--- config.mk ---
export PLATFORM = sky130hd
export DESIGN_NAME = hero_motion
export DESIGN_NICKNAME = d
export VERILOG_FILES = /design/src/rtl/hero_pkg.sv /design/src/rtl/hero_tick_div.sv /design/src/rtl/hero_motion.sv
export SDC_FILE = /design/constraint.sdc
export NUM_CORES = 1
export LEC_CHECK = 0
export ABC_CLOCK_PERIOD_IN_PS = 8200
export BUFFER_PORTS_ARGS = -buffer_cell sky130_fd_sc_hd__buf_2
export CAP_MARGIN = 20
export CORE_MARGIN = 2
export CORE_UTILIZATION = 36
export DETAILED_ROUTE_END_ITERATION = 10
export GPL_TIMING_DRIVEN = 0
export SLEW_MARGIN = 40
export SYNTH_ARGS = -nofsm -noshare
export SYNTH_HDL_FRONTEND = slang
export SYNTH_SLANG_ARGS = --single-unit
--- constraint.sdc ---
create_clock -name clk -period 8.2 [get_ports clk]
set_input_delay 2.05 -clock clk [delete_from_list [all_inputs] [get_ports clk]]
set_output_delay 2.05 -clock clk [all_outputs]
set_load 0.01 [all_outputs]
--- src/rtl/hero_pkg.sv ---
// Shared constants for the hero movement slice: direction codes, screen
// dimensions and coordinate widths.
package hero_pkg;

  // Direction codes produced by the direction-state stage
  localparam logic [1:0] DIR_UP    = 2'b00;  // y decreases
  localparam logic [1:0] DIR_DOWN  = 2'b01;  // y increases
  localparam logic [1:0] DIR_LEFT  = 2'b10;  // x decreases
  localparam logic [1:0] DIR_RIGHT = 2'b11;  // x increases

  // Visible screen area in pixels
  localparam int SCREEN_W = 640;
  localparam int SCREEN_H = 480;

  // Coordinate register widths
  localparam int X_W = 10;
  localparam int Y_W = 9;

endpackage

--- src/rtl/hero_tick_div.sv ---
// Movement tick generator: counts 0..TICK_DIV-1 and wraps, with tick high
// while the count sits at TICK_DIV-1. A clear restarts the count at 0 so a
// direction change always gets a full tick period before its first step.
module hero_tick_div #(
  parameter int TICK_DIV = 2_500_000
) (
  input  logic clk,
  input  logic rst_n,
  input  logic clear,
  output logic tick
);

  localparam int CW = (TICK_DIV > 2) ? $clog2(TICK_DIV) : 1;
  localparam logic [CW-1:0] LAST = CW'(TICK_DIV - 1);

  logic [CW-1:0] cnt;

  assign tick = (cnt == LAST);

  // Free-running divider; clear and terminal count both return to zero
  always_ff @(posedge clk or negedge rst_n) begin
    if (!rst_n) begin
      cnt <= '0;
    end else if (clear || tick) begin
      cnt <= '0;
    end else begin
      cnt <= cnt + 1'b1;
    end
  end

endmodule

--- src/rtl/hero_motion.sv ---
// Hero position / walk animation. Steps STEP pixels in the current direction
// once per movement tick while a button is held. Step arithmetic is done one
// bit wider than the coordinate, so an underflow below 0 shows up as a huge
// value and a single "> MAX" compare catches both edges.
// Build option: define HERO_WRAP_EN to wrap off-screen steps to the opposite
// edge instead of blocking them (hit_wall then never pulses).
module hero_motion
  import hero_pkg::*;
#(
  parameter int TICK_DIV = 2_500_000,
  parameter int STEP     = 4,
  parameter int X_MAX    = SCREEN_W - 1,
  parameter int Y_MAX    = SCREEN_H - 1,
  parameter int X_INIT   = 320,
  parameter int Y_INIT   = 240
) (
  input  logic           clk,
  input  logic           rst_n,
  input  logic [1:0]     dir,
  input  logic [1:0]     old_dir,
  input  logic           move,
  output logic [X_W-1:0] x,
  output logic [Y_W-1:0] y,
  output logic [1:0]     anim_frame,
  output logic           moving,
  output logic           hit_wall
);

  localparam logic [X_W:0] X_MAX_E  = (X_W+1)'(X_MAX);
  localparam logic [Y_W:0] Y_MAX_E  = (Y_W+1)'(Y_MAX);
  localparam logic [X_W:0] X_SPAN_E = (X_W+1)'(X_MAX + 1);
  localparam logic [Y_W:0] Y_SPAN_E = (Y_W+1)'(Y_MAX + 1);
  localparam logic [X_W:0] STEP_X   = (X_W+1)'(STEP);
  localparam logic [Y_W:0] STEP_Y   = (Y_W+1)'(STEP);

  logic           tick;
  logic           dir_change;
  logic [X_W:0]   x_inc, x_dec, x_try;
  logic [Y_W:0]   y_inc, y_dec, y_try;
  logic           out_of_range;
  logic           blocked;

  assign dir_change = (dir != old_dir);

  hero_tick_div #(
    .TICK_DIV (TICK_DIV)
  ) u_tick_div (
    .clk   (clk),
    .rst_n (rst_n),
    .clear (dir_change),
    .tick  (tick)
  );

  assign x_inc = {1'b0, x} + STEP_X;
  assign x_dec = {1'b0, x} - STEP_X;
  assign y_inc = {1'b0, y} + STEP_Y;
  assign y_dec = {1'b0, y} - STEP_Y;

  // Candidate position for a step in dir, plus whether it leaves the screen
  always_comb begin
    x_try        = {1'b0, x};
    y_try        = {1'b0, y};
    out_of_range = 1'b0;
    case (dir)
      DIR_UP: begin
        out_of_range = (y_dec > Y_MAX_E);
        y_try        = out_of_range ? (y_dec + Y_SPAN_E) : y_dec;
      end
      DIR_DOWN: begin
        out_of_range = (y_inc > Y_MAX_E);
        y_try        = out_of_range ? (y_inc - Y_SPAN_E) : y_inc;
      end
      DIR_LEFT: begin
        out_of_range = (x_dec > X_MAX_E);
        x_try        = out_of_range ? (x_dec + X_SPAN_E) : x_dec;
      end
      default: begin
        out_of_range = (x_inc > X_MAX_E);
        x_try        = out_of_range ? (x_inc - X_SPAN_E) : x_inc;
      end
    endcase
  end

`ifdef HERO_WRAP_EN
  // Wrapped position is always legal, so no step is ever refused
  assign blocked = 1'b0;
`else
  assign blocked = out_of_range;
`endif

  // Position, animation and status update; only ticks advance the hero
  always_ff @(posedge clk or negedge rst_n) begin
    if (!rst_n) begin
      x          <= X_W'(X_INIT);
      y          <= Y_W'(Y_INIT);
      anim_frame <= 2'd0;
      moving     <= 1'b0;
      hit_wall   <= 1'b0;
    end else begin
      hit_wall <= 1'b0;
      if (dir_change) begin
        // Turning restarts the walk cycle; a coinciding tick takes no step
        anim_frame <= 2'd0;
        if (tick) moving <= 1'b0;
      end else if (tick) begin
        if (!move) begin
          moving <= 1'b0;
        end else if (blocked) begin
          hit_wall <= 1'b1;
          moving   <= 1'b0;
        end else begin
          x          <= x_try[X_W-1:0];
          y          <= y_try[Y_W-1:0];
          anim_frame <= anim_frame + 2'd1;
          moving     <= 1'b1;
        end
      end
    end
  end

endmodule

Word level (Yosys, flattened, before mapping)

Cells that the tools add are included.
W data, S select, Z words.

Word-level logic and storage cells: 58
Bits in read-only memories: 0
Latch bits: 0
Bits in writable memories: 0
Input bits: 7
Flip-flop bits (word level): 45
Memories kept: 0

Multiplexer cells: 21
Reductions and logical operators: 9
Equality and inequality tests: 5
$lt $le $gt $ge: 4
Shift-type cells: 0
Multipliers: 0
$add $sub $neg: 10
Divide/modulo/power cells: 0
Bitwise operators: 3

Operators by type and width:

| operator                 | number |
|---|---|
| $add A22 B1 Y22 const B  | 1 |
| $eq A22 B22 Y1 const B   | 1 |
| $gt A11 B10 Y1 const B   | 2 |
| $mux W22                 | 1 |
| $gt A10 B9 Y1 const B    | 2 |
| $mux W10                 | 2 |
| $pmux W10 S2             | 1 |
| $mux W9                  | 2 |
| $pmux W9 S2              | 1 |
| $add A10 B3 Y11 const B  | 1 |
| $sub A10 B3 Y11 const B  | 1 |
| $add A10 B10 Y10 const B | 1 |
| $add A9 B3 Y10 const B   | 1 |
| $reduce_and A5 Y1        | 2 |
| $sub A10 B10 Y10 const B | 1 |
| $sub A9 B3 Y10 const B   | 1 |
| $add A9 B9 Y9 const B    | 1 |
| $mux W1                  | 9 |
| $sub A9 B9 Y9 const B    | 1 |
| $mux W2                  | 4 |
| $reduce_bool A2 Y1       | 3 |
| $not A1 Y1               | 3 |
| $pmux W1 S3              | 1 |
| $reduce_and A3 Y1        | 1 |
| other kinds (8)          | 8 |

Depth between registers and ports, before layout

Gate-level depths: netlist (run 1).

Depth after elaboration: 7
Depth in mapped cells: 14
Gate-level depth less buffers: 12

By module

From an unflattened synthesis (run 1), not the netlist that was laid out.

Cells, all modules: 374
Area total of the unflattened synthesis: 3275.6 µm²

Modules (own cells, without submodules):

| module        | area an instance (µm²) | sequential area each (µm²) | instances | cells an instance |
|---|---|---|---|---|
| hero_motion   | 2064.5                 | 483.0                      | 1         | 248 |
| hero_tick_div | 1211.2                 | 550.5                      | 1         | 126 |

Least setup slack after synthesis (run 1)

Ideal clock, no wire load.

Kind: input to register
Start point: input dir[0]
End point: register anim_frame[1]
Arrival: 3732 ps
Buffers on the path: 2
Setup time: 77 ps
Setup slack: 4390 ps
Cell stages on the path: 8
Cell sequence: clkbuf_8 > nor2b_1 > clkbuf_1 > nand3_1 > a21oi_1 > or4_4 > or4_1 > a21oi_1

Longest elaborated chain between the ends: 4
Elaborated cells on any way between the ends: 10
Those cells by class: 4 x eq/ne; 2 x mux; 4 x reduce/logical

RTL lines:

| item                                 | line               | RTL |
|---|---|---|
| from (decl)                          | hero_motion.sv:19  | `input logic [1:0] dir,` |
| $eq A2 B2 Y1 (tied with other cells) | hero_motion.sv:64  | `case (dir)` |
| $pmux W1 S3                          | hero_motion.sv:64  |  |
| $ne A2 B1 Y1 (no line)               | n/a                |  |
| $reduce_and A3 Y1 (no line)          | n/a                |  |
| to (signal assigned)                 | hero_motion.sv:114 | `anim_frame <= anim_frame + 2'd1;` |
| to (decl)                            | hero_motion.sv:24  | `output logic [1:0] anim_frame,` |

Parallel ways exist; a longest one is shown, timed or not.
A chain may end at the register's enable or synchronous reset.

Worst setup path in the final report (run 1)

Same ends and word-level chain as after synthesis.

==> results of run 1 <==
per-stage QoR:
step	std cells	util, %	worst slack, ns
6_report	504	42.1	4.36
5_1_grt	504	42.1	4.24
4_1_cts	504	42.1	4.38
3_5_place_dp	496	40.7	4.05
3_3_place_gp	496	40.7	4.06
2_1_floorplan	367	-	4.39
final cells by class:
cell class | count | area share [%]
repair buffers | 24 | 3.51
flip-flops and latches | 41 | 29.6
plain buffers | 23 | 4.51
inverters | 16 | 1.72
well taps | 105 | 3.76
clock inverters | 1 | 0.859
clock buffers | 7 | 2.47
multi-input cells | 287 | 53.6
power groups by stage:
stage	combinational [mW]	sequential, mW	clock, mW
after floorplan	0.0157	0.208	0
after global placement	0.0254	0.208	0
after detailed placement	0.0256	0.208	0
after CTS	0.0256	0.204	0.181
after global routing	0.0286	0.204	0.188
final	0.0253	0.204	0.173
worst paths after layout:
path / endpoint / cells past startpoint / start / slack, ns
setup / recovery: anim_frame[1] / 9 / dir[0] / 4.36
hold / removal: u_tick_div.cnt[0] / 1 / u_tick_div.cnt[0] / 0.50
setup reg to reg: anim_frame[1] / 11 / x[3] / 4.78
hold reg to reg: u_tick_div.cnt[0] / 1 / u_tick_div.cnt[0] / 0.50
max in group asynchronous: y[4] / 1 / rst_n / 6.08
min in group asynchronous: u_tick_div.cnt[20] / 1 / rst_n / 1.73
cell families after synthesis:
family	count (synthesis)	share of synthesized area (%)
other cells	1	0.120
buf+inv	39	6.99
fa+ha+maj	10	4.02
compound gates	64	14.1
xor+xnor	40	11.2
flops	41	33.2
simple gates	162	27.9
mux	7	2.37
per-layer routing:
layer | global-route usage, % | vias to the layer above | wire length (microns)
met4 | 5.74 | 0 | 68
met2 | 25.2 | 73 | 3410
met5 | 0 | - | 0
li1 | - | 1358 | -
met3 | 2.96 | 7 | 367
met1 | 22.0 | 1299 | 3500
layout by cell type (no fill, tap or decap), types with 3 or more instances in the layout:
cell type | synthesis | routed
dfrtp_1 | 35 | 35
conb_1 | 1 | 4
buf_1 | 3 | 3
a221oi_1 | 3 | 3
buf_4 | 5 | 6
buf_2 | 4 | 27
o2bb2ai_1 | 3 | 3
a21oi_1 | 13 | 13
o21ai_0 | 14 | 14
xor2_1 | 25 | 25
ha_1 | 10 | 10
or3_1 | 4 | 4
clkbuf_1 | 6 | 7
clkbuf_8 | 4 | 10
a31oi_1 | 3 | 3
nor2_1 | 46 | 46
nand4_1 | 12 | 12
xnor2_1 | 15 | 15
and3_1 | 8 | 8
nor3_1 | 5 | 5
mux2i_1 | 4 | 4
nand3_1 | 15 | 15
and4_1 | 5 | 5
o31ai_1 | 4 | 4
nand2b_1 | 4 | 4
inv_1 | 16 | 16
nand2_1 | 34 | 34
dfstp_2 | 6 | 6
nor4_1 | 4 | 4
sequential cells by signal (all words and copies together), names as in the netlist:
name	cells
moving	1
u_tick_div.cnt	22
hit_wall	1
y	7
x	8
anim_frame	2
critical path: cells and delay by family:
kind / cells / cell delay (ns)
and+or+nand+nor: 4 / 1.28
AOI/OAI and AO/OA: 2 / 0.23
buffers and inverters: 3 / 0.50
==> summary.txt, run 1 <==
Final layout
  • Fill count: 823
  • Final instance area: 0.00350 sq mm
  • N_diodes: 0
  • Nets: 415
  • Register area: 0.00103 sq mm
  • Area Growth Syn to Fin: 12.3%
  • Multi-input logic area: 0.00187 sq mm
  • Share of layout cells above drive strength 1: around 16%

Clock tree
  • Clk buf depth: 2
  • Clock Sinks: 41
  • Cts bufs inserted: 5
  • Root buf cell: clkbuf_8
  • TritonCTS clock tree: done
  • Post-CTS repair timing setup buffer count: 0
  • Clock Pin Slew Worst Setup and Hold Paths: 0.08 ns
  • H-tree levels: 2
  • CTS Hold Bufs: 0
  • Post-CTS sizing: 0
  • Insertion delay to the later sink of the worst-skew pair: 0.29 ns

STA
  • Final slew viol count: 0
  • Setup violators final: 0
  • TNS Setup: 0 ns
  • Worst Tran Pin Value: 0.692 ns
  • Worst slew margin: 53.5%
  • RSZ-0062 raised after global routing: false
  • Final worst path period need: 3.84 ns
  • Clk_skew: just under 0.007 ns
  • Max Fclk: 0.260 GHz
  • Hold Fails Final Rpt: 0
  • Min Hold Slack: 0.498 ns
  • Crit share post-route: 46.8%

Global routing
  • Gr ovfl total: 0
  • Largest net degree at the start of global routing: 42
  • GRT Util Overall: between 10% and 20%
  • Vias in the first global route: 2,661
  • Initial antenna violation count: 0
  • First-pass GRT wire length: 12.6 mm

Placement
  • Routability congestion estimate: 0.937
  • Placed cell areas: 0.00338 sq mm
  • Detail Placement HPWL: 5.29 mm
  • IO buf count: 24

Logic synthesis
  • Most common cell in the netlist: nor2_1
  • Post-synth EDFFs: 0
  • Synth cell count leaders: nor2_1 (46), dfrtp_1 (35), nand2_1 (34), xor2_1 (25), inv_1 (16)
  • Register area share after synthesis: between 30% and 40%
  • Synth Area per Inst: about 8.6 sq um
  • YS warnings: 0
  • Synth Flop Type: dfrtp_1
  • Ranking of synthesized cells by area: dfrtp_1 (28%), xor2_1 (7.0%), nor2_1 (5.5%)
  • Yosys reg bits: 41
  • Post-Synthesis Cells: roughly 360
  • Mapped Area: 0.00311 sq mm
  • Post-synth cell types: 69
  • Synth area leader: dfrtp_1
  • Top cell type's share of synthesized area: 28.1%
  • Fraction of registers with async set/reset: 100%

Min path
  • Worst hold path class: flop to flop

Floorplanning
  • Die width: between 90 and 100 microns
  • Initial core utilization: 37.5%
  • Total Die Area: 0.00941 sq mm
  • Std cell rows: 33
  • Core area: 0.00830 sq mm
  • Die H: 97.0 microns
  • Top Ports: 30

Drt
  • First-pass iteration count of the detailed router: 7
  • DRC viols: 0
  • Initial DRC count: about 140
  • ANT nets after route: 0
  • Vias: 2,737
  • Drt via density: around 5.4
  • Total Wirelength: 7.34 mm
  • WL/cell: 14.6 microns

Critical path
  • CP Class: primary input to flop
  • Cell chain of the critical path: buf_2 -> clkbuf_8 -> nor2b_1 -> clkbuf_1 -> nand3_1 -> a21oi_1 -> or4_4 -> or4_1 -> a21oi_1
  • Kind of start point of the critical path: primary input
  • Critical Path Most Common Cell: a21oi_1
  • Critical Path RT: 8.42 ns
  • Worst path max stage delay: about 0.53 ns
  • Worst-path maximum fanout: 10
  • CP arrival: 4.06 ns
  • Slowest stage cell, crit path: or4_4
  • Worst setup EP type: flop

Power
  • Combinational fraction of design power: under 10%
  • Worst VDD drop: 101 uV
  • Tot Pwr: 0.402 mW
  • Switching part of the total power: 22.8%
  • Psw: around 0.09 mW
  • Lkg Pwr: 1.54 nW
  • Pwr Density: 115 mW/mm^2
  • Sequential Power Share: between 50% and 60%
  • Pint: 0.311 mW
  • Clock power frac: a little over two fifths

Job
  • Max Cap Violations: 0

Status
  • Status: finished, final reports clean
Power figures use the tool's default switching activity.
==> run 2, diff against run 1 <==
- ABC_CLOCK_PERIOD_IN_PS: 8200 -> 3700
- clock period: 8.2 -> 3.7 ns (I/O delays scaled with it)
==> summary.txt, run 2 (synthesized netlist as in run 1, its figures left out) <==
Status
  • Status: finished, final reports clean (unchanged)

Final layout
  • Area Growth Syn to Fin: 12.3% (about the same)
  • Final instance area: 0.00350 sq mm (about the same)
  • Max reg flops: 22 (unchanged)
  • Commonest non-fill, non-tap cell in the layout: nor2_1 (unchanged)
  • N_diodes: 0 (unchanged)
  • Most flop-heavy register: u_tick_div.cnt (unchanged)
  • Most frequent cells in the layout: nor2_1 (46), dfrtp_1 (35), nand2_1 (34), buf_2 (27), xor2_1 (25) (unchanged)
  • Biggest regs: u_tick_div.cnt (22), x (8), y (7) (unchanged)
  • Finished Layout Cells: 504 (unchanged)
  • Share of layout cells above drive strength 1: 16.0% (was 15.8%)
  • Nets: 415 (unchanged)

Drt
  • First-pass iteration count of the detailed router: 5 (was 7)
  • DRC viols: 0 (unchanged)
  • ANT nets after route: 0 (unchanged)
  • WL/cell: 14.6 microns (about the same)
  • Vias: 2,734 (was 2,737)
  • Initial DRC count: 136 (unchanged)
  • Drt via density: 5.42 (was 5.43)
  • Total Wirelength: 7.34 mm (about the same)

Critical path
  • CP arrival: 3.61 ns (was 4.06 ns)
  • Worst setup EP type: flop (unchanged)
  • Critical Path RT: 3.92 ns (was 8.42 ns)
  • Kind of start point of the critical path: flop (was primary input)
  • Worst-path maximum fanout: 9 (was 10)
  • CP Class: flop to flop (was primary input to flop)

Power
  • Worst VDD drop: 225 uV (was 101 uV)
  • Pwr Density: 255 mW/mm^2 (was 115 mW/mm^2)
  • Switching part of the total power: 22.9% (was 22.8%)
  • Clock power frac: 43.1% (was 43.0%)
  • Combinational fraction of design power: 6.3% (about the same)
  • Lkg Pwr: 1.54 nW (about the same)
  • Sequential Power Share: 50.6% (was 50.7%)
  • Tot Pwr: 0.893 mW (was 0.402 mW)
  • Psw: 0.204 mW (was 0.0917 mW)
  • Pint: 0.689 mW (was 0.311 mW)

Placement
  • Placed cell areas: 0.00338 sq mm (unchanged)
  • IO buf count: 24 (unchanged)
  • Detail Placement HPWL: 5.29 mm (unchanged)
  • Placed insts: 496 (unchanged)
  • Routability congestion estimate: 0.937 (unchanged)

Clock tree
  • TritonCTS clock tree: done (unchanged)
  • H-tree levels: 2 (unchanged)
  • Clock Sinks: 41 (unchanged)
  • CTS Hold Bufs: 0 (unchanged)
  • Insertion delay to the later sink of the worst-skew pair: 0.29 ns (about the same)
  • Clock Pin Slew Worst Setup and Hold Paths: 0.08 ns (about the same)
  • Post-CTS repair timing setup buffer count: 0 (unchanged)
  • Root buf cell: clkbuf_8 (unchanged)
  • Clk buf depth: 2 (unchanged)
  • Cts bufs inserted: 5 (unchanged)

Global routing
  • GRT Util Overall: 16.0% (unchanged)
  • First-pass GRT wire length: 12.6 mm (unchanged)
  • Vias in the first global route: 2,661 (unchanged)
  • Initial antenna violation count: 0 (unchanged)
  • Gr ovfl total: 0 (unchanged)
  • Largest net degree at the start of global routing: 42 (unchanged)

Floorplanning
  • Std cell rows: 33 (unchanged)
  • Die width: 97.0 microns (unchanged)
  • Die H: 97.0 microns (unchanged)
  • Total Die Area: 0.00941 sq mm (unchanged)
  • Core area: 0.00830 sq mm (unchanged)
  • Initial core utilization: 37.5% (unchanged)
  • Top Ports: 30 (unchanged)

STA
  • Hold Fails Final Rpt: 0 (unchanged)
  • Crit share post-route: 91.6%
  • Final worst path period need: 3.39 ns
  • TNS Setup: 0 ns (unchanged)
  • Max Fclk: 0.295 GHz
  • Setup violators final: 0 (unchanged)
  • Worst Tran Pin Value: 0.689 ns (was 0.692 ns)
  • Worst slew margin: 53.6% (was 53.5%)
  • Clk_skew: 0.00587 ns (was 0.00687 ns)
  • Min Hold Slack: 0.498 ns (unchanged)
  • Final slew viol count: 0 (unchanged)
  • RSZ-0062 raised after global routing: false (unchanged)

Job
  • Max Cap Violations: 0 (unchanged)

Min path
  • Worst hold path class: flop to flop (unchanged)
run 2: cell types whose count changed in the layout (fill, tap and decap cells not counted):
cell,before,now
ha_1,10,9
ha_2,0,1
run 2: final timing paths:
check / end / start / cells after the start / slack [ns]
worst max-delay path: anim_frame[1] / x[3] / 11 / 0.31
worst min-delay path: u_tick_div.cnt[0] / u_tick_div.cnt[0] / 1 / 0.50
worst max register to register: anim_frame[1] / x[3] / 11 / 0.31
worst min register to register: u_tick_div.cnt[0] / u_tick_div.cnt[0] / 1 / 0.50
max in group asynchronous: y[4] / rst_n / 1 / 2.70
min in group asynchronous: u_tick_div.cnt[20] / rst_n / 1 / 0.61
run 2: critical path, stage by stage, from the launching register on:
cell and delay (ns):
dfrtp_1 0.40, clkbuf_1 0.22, or2_2 0.34, nor4_1 0.24, xnor2_1 0.24, ha_2 0.31
nand2b_1 0.14, a21o_1 0.13, a31oi_1 0.09, or4_4 0.59, or4_1 0.48, a21oi_1 0.16
run 2: power groups by stage:
| stage | Sequential, mW | Combinational [mW] | Clock [mW] |
|---|---|---|---|
| 2_1_floorplan | 0.460 | 0.0347 | 0 |
| 3_3_place_gp | 0.461 | 0.0564 | 0 |
| 3_5_place_dp | 0.461 | 0.0567 | 0 |
| 4_1_cts | 0.452 | 0.0568 | 0.401 |
| 5_1_grt | 0.453 | 0.0634 | 0.416 |
| 6_report | 0.452 | 0.0560 | 0.385 |
run 2: cell type report:
| cell class | instances | area (sq um) |
|---|---|---|
| flip-flops and latches | 41 | 1030 |
| well taps | 105 | 131 |
| repair buffers | 24 | 123 |
| multi-input cells | 287 | 1880 |
| fillers | 823 | 4800 |
| clock buffers | 7 | 86.3 |
| inverters | 16 | 60.1 |
| plain buffers | 23 | 158 |
| clock inverters | 1 | 30.0 |
run 2: stage by stage:
stage               utilization (%)  worst slack, ns
global route                   42.2           0.0300
global placement               40.7            0.289
floorplan                         -            0.563
finish                         42.2            0.310
detailed placement             40.7            0.272
CTS                            42.1            0.258
run 2: timing repair:
action	CTS	global route
gates resized for setup	0	1
endpoints found under the hold margin	0	0
setup endpoints to repair	0	1
run 2: routing by layer:
metal	wire length (microns)	global-route usage, %	up-vias
li1	-	-	1356
met1	3470	22.0	1287
met2	3390	25.2	82
met3	399	2.96	9
met4	72	5.74	0
met5	0	0	-
==> run 3, diff against run 2 <==
- SYNTH_HIERARCHICAL: not set -> 1
==> summary.txt, run 3 <==
Floorplanning
  • Std cell rows: 34 (was 33)
  • Total Die Area: 0.00988 sq mm (was 0.00941 sq mm)
  • Initial core utilization: 37.4% (was 37.5%)
  • Top Ports: 30 (unchanged)
  • Core area: 0.00876 sq mm (was 0.00830 sq mm)
  • Die H: 99.4 microns (was 97.0 microns)
  • Die width: 99.4 microns (was 97.0 microns)

Critical path
  • Worst Path Buf+Inv: 3 (was 1)
  • Slowest stage cell, crit path: dfrtp_1 (was or4_4)
  • Worst setup EP type: flop (unchanged)
  • Cell chain of the critical path: clkbuf_1 -> inv_1 -> ha_1 -> and3_1 -> or2_2 -> inv_1 -> ha_1 -> nor2_1 -> and3_1 -> nor3_4 -> a211oi_2 -> or2_4 -> o31ai_1 (was clkbuf_1 -> or2_2 -> nor4_1 -> xnor2_1 -> ha_2 -> nand2b_1 -> a21o_1 -> a31oi_1 -> or4_4 -> or4_1 -> a21oi_1)
  • CP arrival: 3.42 ns (was 3.61 ns)
  • Critical Path RT: 3.91 ns (was 3.92 ns)
  • Top cell family by delay on the critical path: simple AND/OR/NAND/NOR gates (unchanged)
  • CP Class: flop to flop (unchanged)
  • Reg2reg setup slack: 0.49 ns (was 0.31 ns)
  • Kind of start point of the critical path: flop (unchanged)
  • R2R Path Start: x[2] (was x[3])
  • Worst-path maximum fanout: 8 (was 9)
  • Worst Setup SP: x[2] (was x[3])
  • Worst path max stage delay: 0.37 ns (was 0.59 ns)
  • Reg2reg path depth: 13 (was 11)
  • Reg-to-reg endpoint: anim_frame[0] (was anim_frame[1])

Logic synthesis
  • Post-synth cell types: 74 (was 69)
  • Fraction of registers with async set/reset: 100% (unchanged)
  • Top cell type's share of synthesized area: 26.7% (was 28.1%)
  • Synth cell count leaders: dfrtp_1 (35), nor2_1 (32), nand2_1 (25), xnor2_1 (21), o21ai_0 (20) (was nor2_1 (46), dfrtp_1 (35), nand2_1 (34), xor2_1 (25), inv_1 (16))
  • Synth area leader: dfrtp_1 (unchanged)
  • Post-Synthesis Cells: 374 (was 364)
  • Register area share after synthesis: 31.6% (was 33.2%)
  • Ranking of synthesized cells by area: dfrtp_1 (27%), xnor2_1 (5.6%), dfstp_2 (4.8%) (was dfrtp_1 (28%), xor2_1 (7.0%), nor2_1 (5.5%))
  • Yosys reg bits: 41 (unchanged)
  • Mapped Area: 0.00328 sq mm (was 0.00311 sq mm)
  • Synth Area per Inst: 8.76 sq um (was 8.56 sq um)
  • Most common cell in the netlist: dfrtp_1 (was nor2_1)
  • Post-synth EDFFs: 0 (unchanged)
  • YS warnings: 6 (was 0)
  • Synth Flop Type: dfrtp_1 (unchanged)

Clock tree
  • CTS Hold Bufs: 0 (unchanged)
  • Insertion delay to the later sink of the worst-skew pair: 0.31 ns (was 0.29 ns)
  • Cts bufs inserted: 5 (unchanged)
  • Root buf cell: clkbuf_8 (unchanged)
  • Post-CTS repair timing setup buffer count: 0 (unchanged)
  • Post-CTS sizing: 0 (unchanged)
  • H-tree levels: 2 (unchanged)
  • Clock Sinks: 41 (unchanged)
  • TritonCTS clock tree: done (unchanged)
  • Clock Pin Slew Worst Setup and Hold Paths: 0.08 ns (about the same)
  • Clk buf depth: 2 (unchanged)

Drt
  • WL/cell: 14.6 microns (about the same)
  • DRC viols: 0 (unchanged)
  • Initial DRC count: 120 (was 136)
  • Total Wirelength: 7.57 mm (was 7.34 mm)
  • ANT nets after route: 0 (unchanged)
  • First-pass iteration count of the detailed router: 4 (was 5)
  • Vias: 2,891 (was 2,734)
  • Drt via density: 5.59 (was 5.42)

Final layout
  • Biggest regs: u_tick_div/cnt (22), x (8), y (7) (was u_tick_div.cnt (22), x (8), y (7))
  • Multi-input logic area: 0.00204 sq mm (was 0.00188 sq mm)
  • Commonest non-fill, non-tap cell in the layout: dfrtp_1 (was nor2_1)
  • N_diodes: 0 (unchanged)
  • Area Growth Syn to Fin: 11.7% (was 12.3%)
  • Most frequent cells in the layout: dfrtp_1 (35), nor2_1 (31), buf_2 (29), nand2_1 (25), xnor2_1 (21) (was nor2_1 (46), dfrtp_1 (35), nand2_1 (34), buf_2 (27), xor2_1 (25))
  • Share of layout cells above drive strength 1: 20.8% (was 16.0%)
  • Most flop-heavy register: u_tick_div/cnt (was u_tick_div.cnt)
  • Finished Layout Cells: 517 (was 504)
  • Nets: 426 (was 415)
  • Fill count: 900 (was 823)
  • Max reg flops: 22 (unchanged)
  • Register area: 0.00103 sq mm (unchanged)

Placement
  • IO buf count: 24 (unchanged)
  • Placed insts: 509 (was 496)
  • Detail Placement HPWL: 5.57 mm (was 5.29 mm)
  • Routability congestion estimate: 0.869 (was 0.937)

Min path
  • Min-delay src: y[5] (was u_tick_div.cnt[0])
  • Worst hold endpoint: y[5] (was u_tick_div.cnt[0])
  • Worst hold path class: flop to flop (unchanged)
  • Hold path depth: 2 (was 1)

STA
  • Worst slew margin: 63.0% (was 53.6%)
  • RSZ-0062 raised after global routing: false (unchanged)
  • Max Fclk: 0.311 GHz (was 0.295 GHz)
  • Crit share post-route: 86.8% (was 91.6%)
  • Worst Tran Pin Value: 0.547 ns (was 0.689 ns)
  • Setup violators final: 0 (unchanged)
  • Final worst path period need: 3.21 ns (was 3.39 ns)
  • Hold Fails Final Rpt: 0 (unchanged)
  • Clk_skew: 0.0110 ns (was 0.00587 ns)
  • TNS Setup: 0 ns (unchanged)
  • Final slew viol count: 0 (unchanged)

Global routing
  • Vias in the first global route: 2,825 (was 2,661)
  • First-pass GRT wire length: 13.4 mm (was 12.6 mm)
  • Largest net degree at the start of global routing: 42 (unchanged)
  • GRT Util Overall: 16.5% (was 16.0%)
  • Initial antenna violation count: 0 (unchanged)
  • Gr ovfl total: 0 (unchanged)

Power
  • Worst VDD drop: 118 uV (was 225 uV)
  • Lkg Pwr: 1.52 nW (was 1.54 nW)
  • Pwr Density: 242 mW/mm^2 (was 255 mW/mm^2)

Status
  • Status: finished, final reports clean (unchanged)

Job
  • Max Cap Violations: 0 (unchanged)
-- run 3: changes by cell type in the layout (fill, tap and decap cells not counted), moves of 5 or more --
cell,before,now
or3_1,4,9
a21oi_1,13,18
clkbuf_8,10,5
nand2_1,34,25
xor2_1,25,13
xnor2_1,15,21
o21ai_0,14,20
nor2_1,46,31
-- run 3: how the worst max path moves through the flow --
stage / cells after the start / slack [ns] / end
2_1_floorplan: 13 / 0.78 / x[7]
3_3_place_gp: 13 / 0.48 / anim_frame[0]
3_5_place_dp: 13 / 0.51 / moving
4_1_cts: 13 / 0.47 / anim_frame[0]
5_1_grt: 13 / 0.25 / anim_frame[0]
6_report: 13 / 0.49 / anim_frame[0]
-- run 3: kinds of logic after synthesis --
| logic type | after synthesis | share of synthesized area, % |
|---|---|---|
| AO/OA/AOI/OAI | 82 | 17.3 |
| flip-flops | 41 | 31.6 |
| XOR/XNOR | 34 | 9.09 |
| adder cells (fa/ha/maj) | 11 | 4.20 |
| buffers and inverters | 41 | 6.57 |
| multiplexers | 9 | 3.21 |
| AND/OR/NAND/NOR | 155 | 28.0 |
| other | 1 | 0.114 |
-- run 3: layout make-up --
| class | instances | share of cell area (%) |
|---|---|---|
| Sequential cell | 41 | 28.2 |
| Tap cell | 108 | 3.69 |
| Clock inverter | 2 | 1.06 |
| Multi-Input combinational cell | 295 | 55.8 |
| Timing Repair Buffer | 24 | 3.35 |
| Clock buffer | 6 | 1.98 |
| Inverter | 17 | 1.74 |
| Buffer | 24 | 4.14 |
-- run 3: report_power, final --
| group | switching, mW | internal [mW] | leakage (nW) |
|---|---|---|---|
| clock network | 0.168 | 0.203 | 0.0554 |
| registers | 0.00353 | 0.450 | 0.540 |
| logic | 0.0409 | 0.0195 | 0.924 |
| total | 0.213 | 0.672 | 1.52 |
-- run 3: stage by stage --
| stage | util, % | hold slack, ns | area, sq um | worst slack (ns) | power, mW |
|---|---|---|---|---|---|
| final | 41.7 | 0.555 | 3660 | 0.488 | 0.885 |
| after global routing | 41.7 | 0.586 | 3660 | 0.247 | 0.930 |
| after CTS | 41.7 | 0.553 | 3660 | 0.472 | 0.900 |
| after detailed placement | 40.4 | 0.541 | 3540 | 0.515 | 0.523 |
| after global placement | 40.4 | 0.538 | 3540 | 0.484 | 0.522 |
| after floorplan | - | 0.507 | 3290 | 0.784 | 0.499 |
-- run 3: per-layer routing --
layer,part of all wire [%],vias to the layer above,track usage [%]
met1,48,1391,22.6
li1,-,1423,-
met4,1.9,0,6.01
met2,45,65,26.0
met5,0,-,0
met3,4.8,12,3.44
-- run 3: worst min-delay path, stage by stage (launching register included) --
cell,delay (ns)
dfstp_2,0.40
inv_1,0.09
o22ai_2,0.06
